$ cat src/rtl/jt1943_objscan.sv
// Object line scanner: a per-line search of object RAM fills one bank of a double-buffered
// slot line buffer, while the other bank is read out slot by slot for drawing.
module jt1943_objscan #(
  parameter int OBJMAX = 24,
  parameter int OBJN   = 128
) (
  input  logic       clk,
  input  logic       rst_n,
  input  logic       cen6,
  input  logic       HINIT,
  input  logic [7:0] VF,
  output logic [8:0] obj_AB,
  input  logic [7:0] obj_DB,
  output logic [4:0] objcnt,
  output logic [3:0] pxlcnt,
  output logic [7:0] objbuf_data,
  output logic       scan_busy,
  output logic       line_ovf,
  output logic       scan_late
);

  localparam int AW = $clog2(2 * OBJMAX);
  localparam logic [6:0] IDX_LAST = 7'(OBJN - 1);
  localparam logic [4:0] SLOT_LAST = 5'(OBJMAX - 1);
  localparam logic [4:0] SLOT_FULL = 5'(OBJMAX);

  typedef enum logic [2:0] {
    S_IDLE,
    S_CLEAR,
    S_READY,
    S_TEST,
    S_COPY,
    S_NEXT,
    S_DONE
  } state_t;

  state_t      state, state_nx;
  logic        bank_sel;
  logic [1:0]  bank_ok;
  logic [4:0]  slot_cnt;
  logic [6:0]  idx;
  logic [2:0]  byte_cnt;
  logic [7:0]  vf_lat;
  logic        hit;

  logic [31:0]   lbuf [2*OBJMAX];
  logic          buf_we;
  logic [3:0]    buf_be;
  logic [7:0]    buf_wd;
  logic [AW-1:0] buf_waddr;
  logic [AW-1:0] buf_raddr;
  logic [31:0]   rword;

  assign hit = (vf_lat >= obj_DB) && ((vf_lat - obj_DB) < 8'd16);
  assign scan_busy = (state != S_IDLE) && (state != S_DONE);

  always_comb begin
    state_nx = state;
    if (HINIT) begin
      state_nx = S_CLEAR;
    end else begin
      case (state)
        S_CLEAR: if (slot_cnt == SLOT_LAST) state_nx = S_READY;
        S_READY: state_nx = S_TEST;
        S_TEST:  state_nx = (hit && slot_cnt < SLOT_FULL) ? S_COPY : S_NEXT;
        S_COPY:  if (byte_cnt == 3'd4) state_nx = S_NEXT;
        S_NEXT:  state_nx = (idx == 7'd0) ? S_DONE : S_READY;
        default: state_nx = state;
      endcase
    end
  end

  // Write side always targets the bank not being drawn.
  always_comb begin
    buf_we    = 1'b0;
    buf_be    = 4'h0;
    buf_wd    = 8'h00;
    buf_waddr = AW'(slot_cnt) + (bank_sel ? AW'(0) : AW'(OBJMAX));
    if (cen6 && !HINIT) begin
      if (state == S_CLEAR) begin
        buf_we = 1'b1;
        buf_be = 4'hF;
        buf_wd = 8'hF0;
      end else if (state == S_COPY && byte_cnt != 3'd0) begin
        buf_we = 1'b1;
        buf_be = 4'h1 << (byte_cnt[1:0] - 2'd1);
        buf_wd = obj_DB;
      end
    end
  end

  always_ff @(posedge clk) begin
    if (buf_we) begin
      for (int b = 0; b < 4; b++) begin
        if (buf_be[b]) lbuf[buf_waddr][8*b +: 8] <= buf_wd;
      end
    end
  end

  assign buf_raddr = AW'(objcnt) + (bank_sel ? AW'(OBJMAX) : AW'(0));
  assign rword = lbuf[buf_raddr];

  // A bank that has not completed its CLEAR since reset/reuse reads as zero.
  always_comb begin
    objbuf_data = 8'h00;
    if (bank_ok[bank_sel] && pxlcnt < 4'd4) objbuf_data = rword[8*pxlcnt[1:0] +: 8];
  end

  always_ff @(posedge clk or negedge rst_n) begin
    if (!rst_n) begin
      state     <= S_IDLE;
      bank_sel  <= 1'b0;
      bank_ok   <= 2'b00;
      obj_AB    <= 9'd0;
      objcnt    <= 5'd0;
      pxlcnt    <= 4'd0;
      slot_cnt  <= 5'd0;
      idx       <= 7'd0;
      byte_cnt  <= 3'd0;
      vf_lat    <= 8'd0;
      line_ovf  <= 1'b0;
      scan_late <= 1'b0;
    end else if (cen6) begin
      state <= state_nx;
      if (HINIT) begin
        bank_sel          <= ~bank_sel;
        bank_ok[bank_sel] <= 1'b0;
        slot_cnt          <= 5'd0;
        idx               <= IDX_LAST;
        byte_cnt          <= 3'd0;
        vf_lat            <= VF;
        line_ovf          <= 1'b0;
        objcnt            <= 5'd0;
        pxlcnt            <= 4'd0;
        if (state == S_DONE) scan_late <= 1'b0;
        else if (state != S_IDLE) scan_late <= 1'b1;
      end else begin
        if (!(objcnt == SLOT_LAST && pxlcnt == 4'd15)) begin
          pxlcnt <= pxlcnt + 4'd1;
          if (pxlcnt == 4'd15) objcnt <= objcnt + 5'd1;
        end
        case (state)
          S_CLEAR: begin
            if (slot_cnt == SLOT_LAST) begin
              slot_cnt           <= 5'd0;
              obj_AB             <= {idx, 2'd2};
              bank_ok[~bank_sel] <= 1'b1;
            end else begin
              slot_cnt <= slot_cnt + 5'd1;
            end
          end
          S_TEST: begin
            if (hit) begin
              if (slot_cnt < SLOT_FULL) begin
                obj_AB   <= {idx, 2'd0};
                byte_cnt <= 3'd0;
              end else begin
                line_ovf <= 1'b1;
              end
            end
          end
          S_COPY: begin
            if (byte_cnt == 3'd4) begin
              byte_cnt <= 3'd0;
              slot_cnt <= slot_cnt + 5'd1;
            end else begin
              byte_cnt <= byte_cnt + 3'd1;
              obj_AB   <= {idx, byte_cnt[1:0] + 2'd1};
            end
          end
          S_NEXT: begin
            if (idx != 7'd0) begin
              idx    <= idx - 7'd1;
              obj_AB <= {idx - 7'd1, 2'd2};
            end
          end
          default: ;
        endcase
      end
    end
  end

endmodule

$ cat config.mk
export PLATFORM = sky130hd
export DESIGN_NAME = jt1943_objscan
export DESIGN_NICKNAME = d
export VERILOG_FILES = /design/src/rtl/jt1943_objscan.sv
export SDC_FILE = /design/constraint.sdc
export NUM_CORES = 2
export LEC_CHECK = 0
export BUFFER_PORTS_ARGS = -buffer_cell sky130_fd_sc_hd__buf_2
export CAP_MARGIN = 20
export CORE_ASPECT_RATIO = 1.4
export CORE_UTILIZATION = 63
export DETAILED_ROUTE_END_ITERATION = 6
export HOLD_SLACK_MARGIN = 0.06
export PLACE_DENSITY_LB_ADDON = 0.15
export SYNTH_ARGS = -nofsm -noshare
export SYNTH_HDL_FRONTEND = slang
export SYNTH_SLANG_ARGS = --single-unit
export TNS_END_PERCENT = 20
$ cat constraint.sdc
create_clock -name clk -period 6.52 [get_ports clk]
set_clock_uncertainty 0.05 [all_clocks]
set_input_delay 1.304 -clock clk [delete_from_list [all_inputs] [get_ports clk]]
set_output_delay 1.304 -clock clk [all_outputs]
set_load 0.005 [all_outputs]
; ---- After elaboration in Yosys (flattened, before gate mapping)
; Memory sizes are Yosys's and may differ from the RTL's.
; Index checks and enable logic that the tools add are counted.
[word_totals]
inputBits = 20
memories = 1
reg_bits = 49
output_inout_bits = 29
elab_cells = 165
ramBits = 1536
[classes]
n_shift = 2
n_bitwise = 5
magnitude_cmp = 8
addsub = 10
muxes = 68
reduce_logical = 37
n_eq_ne = 22
[mem_list]
columns = memory, depth, width, read_ports, rd_clocked_by_memory_dff, wr, line
row1 = lbuf, 48, 32, 1, 0, 1, 46  ; logic [31:0] lbuf [2*OBJMAX];
[op_table]
columns = op, n
row1 = $mux 9, 5
row2 = $mux 5, 8
row3 = $pmux 9 s4, 1
row4 = $mux 8, 4
row5 = $shiftx 32x6->8, 1
row6 = $mux 1, 26
row7 = $mux 3, 8
row8 = $mux 7, 3
row9 = $mux 4, 5
row10 = $reduce_bool 2->1, 8
row11 = $pmux 3 s5, 1
row12 = $reduce_and 3->1, 5
row13 = $ne 2x2->1 const B, 7
row14 = $add 5x5->6, 2
row15 = $eq 3x3->1 const B, 4
row16 = $ne 3x3->1 const B, 4
row17 = $reduce_and 4->1, 3
row18 = $reduce_bool 3->1, 4
row19 = $add 5x1->5 const B, 2
row20 = $eq 5x5->1 const B, 2
row21 = $pmux 5 s2, 1
row22 = $logic_and 1x1->1, 9
row23 = $ge 8x8->1, 1
row24 = $lt 8x5->1 const B, 1
row25 = 29 further kinds, 37

; ---- Depth between registers and ports, before layout
[logic_depth]
depth_word = 9
mapped_depth = 13
ltp_nobuf = 9

; ---- Least setup slack after synthesis
; No wires, ideal clock.
[synth_timing]
kind = input port to flip-flop
start = in HINIT
end = mem lbuf[0][0] (data pin)
path_stages = 4
n_path_buf = 1
arrival_time_ns = 4.589
t_required_ns = 5.770
slack_ns = 1.180
setup_time_ns = 0.700
path_cell_list = clkbuf_1 -> nand2b_1 -> nor4b_1 -> and2_1
[synth_between]
elab_chain_len = 3
[synth_lines]
columns = element, line
row1 = from (decl), 10  ; input logic HINIT,
row2 = $logic_not 1->1, 79  ; if (cen6 && !HINIT) begin
row3 = $logic_and 1x1->1, 79
row4 = $mux 8, 79
row5 = net buf_wd[0], 49  ; logic [7:0] buf_wd;
row6 = to (decl), 46
; The timed path passes the listed nets, and every way through them passes these cells.

; ---- Worst setup path after layout
[layout_timing]
start = reg objcnt[1]
end = out objbuf_data[2]
[layout_between]
elab_chain_len = 4
[layout_lines]
columns = element, line
row1 = from (decl), 14  ; output logic [4:0] objcnt,
row2 = from (signal assigned), 140  ; if (pxlcnt == 4'd15) objcnt <= objcnt + 5'd1;
row3 = $add 5x5->6, 100  ; assign buf_raddr = AW'(objcnt) + (bank_sel ? AW'(OBJMAX) : AW'(0));
row4 = $mem_v2 48x32, n/a
row5 = $shiftx 32x6->8, 106  ; if (bank_ok[bank_sel] && pxlcnt < 4'd4) objbuf_data = rword[8*pxlcnt[1:0] +: 8];
row6 = $mux 8, 106
row7 = to (decl), 16  ; output logic [7:0] objbuf_data,
; No other way between the ends.

==> summary.md <==
| Metric | Value |
|---|---|
| Fin Hold WS | `428 ps` |
| Longest Clk Path Bufs | `3` |
| Max Slew Vio Count | `0` |
| Tcrit/Tclk final | `99.5%` |
| CTS Hold Bufs | `0` |
| Vias in the first global route | `33181` |
| Most frequent cells in the layout | `edfxtp_1, mux4_2, nor2_1` |
| Worst slack at placement | `875 ps` |
| Slowest-stage cell, CP | `dfrtp_4` |
| Wire per inst | `33.6 um` |
| CP Launch Type | `register` |
| First-pass GRT wire length | `232000 um` |
| Worst path arrival time | `5130 ps` |
| Largest net degree at the start of global routing | `128` |
| Nets | `3410` |
| Power Density | `325 nW/um^2` |
| Post-synthesis mux area share | `14.4%` |
| WS Path Type | `reg -> out` |
| Via/cell ratio | `6.87` |
| Initial Util | `63.6%` |
| Ports | `49` |
| Worst-path cell chain | `buf_12 > buf_12 > mux4_2 > nand2_1 > a21oi_1 > a2111oi_0 > a2111oi_2 > o221ai_1 > nand3_1 > buf_2` |
| Most used cell, CP | `buf_12` |
| Seq/Total Area, Yosys | `74.7%` |
| Setup TNS Final | `0 ps` |
| H-Tree Level Count | `4` |
| Min Tclk post-route | `6490 ps` |
| DRT Wirelength | `161000 um` |
| Die Span X | `270 um` |
| Worst-Skew Late Latency | `780 ps` |
| CP Capture Type | `output pin` |
| CTS tree | `done` |
| Tightest Pin Transition | `1200 ps` |
| GRT overflow | `0` |
| Yosys top cell by area | `edfxtp_1` |
| Die extent in y | `377 um` |
| Detailed Route Iter0 Violations | `4237` |
| Synth Cell Area | `63400 um^2` |
| Post-synth top flop | `edfxtp_1` |
| HPWL after detailed placement | `103000 um` |
| Synthesized flop and latch total | `1585` |
| Max-slew headroom | `19.4%` |
| CP max FO | `73` |
| Final setup viols | `0` |
| Largest family of logic cells by synthesized area | `multiplexers` |
| Post-synthesis adder-cell area fraction | `0.458%` |
| FP Rows | `137` |
| Share of post-route cells with drive strength above 1 | `19.8%` |
| FFs w/ async S/R, synth | `3.09%` |
| EDFF count, synth | `1536` |
| CTS Sinks | `1585` |
| CTS buffer count | `142` |
| Synth Area in XOR/XNOR | `0.193%` |
| Root Buffer | `clkbuf_16` |
| Final RePlAce weighted congestion | `0.972` |
| Worst VDD drop | `0.311 mV` |
| Synth unique cells | `81` |
| Most common cell after layout, fill and taps aside | `edfxtp_1` |
| Max-cap viol count | `0` |
| Buffers on Ports | `48` |
| Final worst slack | `31.8 ps` |
| HP Class | `reg -> reg` |
| Pleak | `0.0228 uW` |
| Mean area per synthesized cell | `19.3 um^2` |
| Post-Synthesis Cells | `3285` |
| Initial antenna violation count | `2` |
| GRT Overall Usage | `32.2%` |
| WP data required | `5170 ps` |
| CP peak stage delay | `890 ps` |
| Via count | `32966` |
| Synth Area in Simple Gates | `3.77%` |
| FMAX | `154 MHz` |
| Compound-cell area share of the yosys netlist | `4.31%` |
| Drc violations | `0` |
| DR pass1 iterations | `6` |
| Core ar. | `99800 um^2` |
| Area share of the largest cell type after synthesis | `72.7%` |
| Final hold vios | `0` |
| RSZ-0062 raised after global routing | `false` |
| Outcome | `finished clean` |
| Yosys warning count | `0` |
| Clk pin slew, worst setup/hold paths | `60 ps` |
| Synth top area cells | `edfxtp_1, mux4_2, mux2i_1` |
| Area growth syn-to-layout | `9.60%` |
| Routed Antenna Nets | `0` |
| Syn nets | `3327` |
| DIE AREA | `102000 um^2` |
-- state kept, by name (all words and copies together), names as in the netlist, 2 cells and up --
| name | count |
|---|---|
| idx | 7 |
| slot_cnt | 5 |
| pxlcnt | 4 |
| vf_lat | 8 |
| bank_ok | 2 |
| byte_cnt | 3 |
| state | 3 |
| obj_AB | 9 |
| lbuf | 1536 |
| objcnt | 5 |
-- cell type report --
type | count | area [um^2]
Fill cell | 6163 | 30300
Timing Repair Buffer | 130 | 1080
Tap cell | 1320 | 1650
Antenna cell | 1 | 2.50
Clock inverter | 71 | 699
Inverter | 24 | 92.6
Clock buffer | 180 | 3830
Sequential cell | 1585 | 47400
Multi-Input combinational cell | 1485 | 14800
-- through the flow --
| step | total power, uW | std cells | cell area [um^2] | util [%] |
|---|---|---|---|---|
| final | 22600 | 4796 | 69500 | 69.7 |
| after global routing | 23000 | 4795 | 69500 | 69.7 |
| after CTS | 22500 | 4790 | 69400 | 69.6 |
| after detailed placement | 14400 | 4539 | 64900 | 65.1 |
| after global placement | 14300 | 4539 | 64900 | 65.1 |
| after floorplan | 13100 | 3285 | 63400 | - |
-- power by group --
part | internal [uW] | leakage (uW) | switching (uW) | total [uW]
combinational | 760 | 0.00426 | 2050 | 2810
clock | 4680 | 0.00222 | 3600 | 8280
sequential | 11400 | 0.0164 | 124 | 11500
total | 16800 | 0.0228 | 5780 | 22600
-- critical path, delay by kind of cell, from the launching register on --
family                 cells  cell delay (ps)
buffers and inverters      3             1040
muxes                      1              300
DFF                        1              890
and+or+nand+nor            2              370
AOI/OAI and AO/OA          4             1600
-- Yosys cell counts, types with 5 or more instances --
library cell  number
o31ai_1            6
nor2b_1           14
o21ai_1           17
a21oi_1           40
mux2_2            16
a31oi_1           12
buf_2             52
o221ai_1          46
inv_1             21
ha_1              20
buf_12             8
a211oi_1          22
a21boi_0           5
nor4_1             6
o211ai_1           5
nand4_1           12
a22oi_1           27
a221oi_1          36
buf_8             10
mux4_2           305
dfrtp_1           49
and3_1             9
a221oi_2           6
o22ai_1           31
o21a_1             9
nand2_1          143
o21ai_0           61
clkbuf_1          56
buf_4             22
xnor2_1           10
a2111oi_0          6
nand3_1           30
nor3_1            23
nand2b_1          14
mux2i_1          203
edfxtp_1        1536
and2_1            18
nor2_1           251
buf_6             26
buf_1             16
-- per-layer routing --
metal  up-vias  track usage [%]  part of all wire [%]
met5         -                0                 0.017
met3       417             6.46                   9.0
met4         4             16.6                   5.8
met2      1933             54.5                    51
li1      13582                -                     -
met1     17030             39.8                    34
-- repair_timing --
action	in CTS	in global routing
endpoints found under the setup margin	0	1
setup buffers	0	1
resized for setup	0	0
-- final timing paths --
check | startpoint | endpoint | slack [ps] | cells past startpoint
worst max-delay path | objcnt[1] | objbuf_data[2] | 30 | 10
worst min-delay path | vf_lat[4] | vf_lat[4] | 430 | 2
worst max register to register | bank_sel | lbuf[18][6] | 2230 | 7
worst min register to register | vf_lat[4] | vf_lat[4] | 430 | 2
max in group asynchronous | rst_n | objcnt[1] | 5280 | 2
min in group asynchronous | rst_n | slot_cnt[4] | 630 | 2
-- cell families after synthesis --
logic type / count (synthesis)
buffers and inverters: 215
adder cells (fa/ha/maj): 22
AND/OR/NAND/NOR: 544
flip-flops: 1585
AO/OA/AOI/OAI: 379
multiplexers: 526
XOR/XNOR: 14
Power figures use the tool's default switching activity.
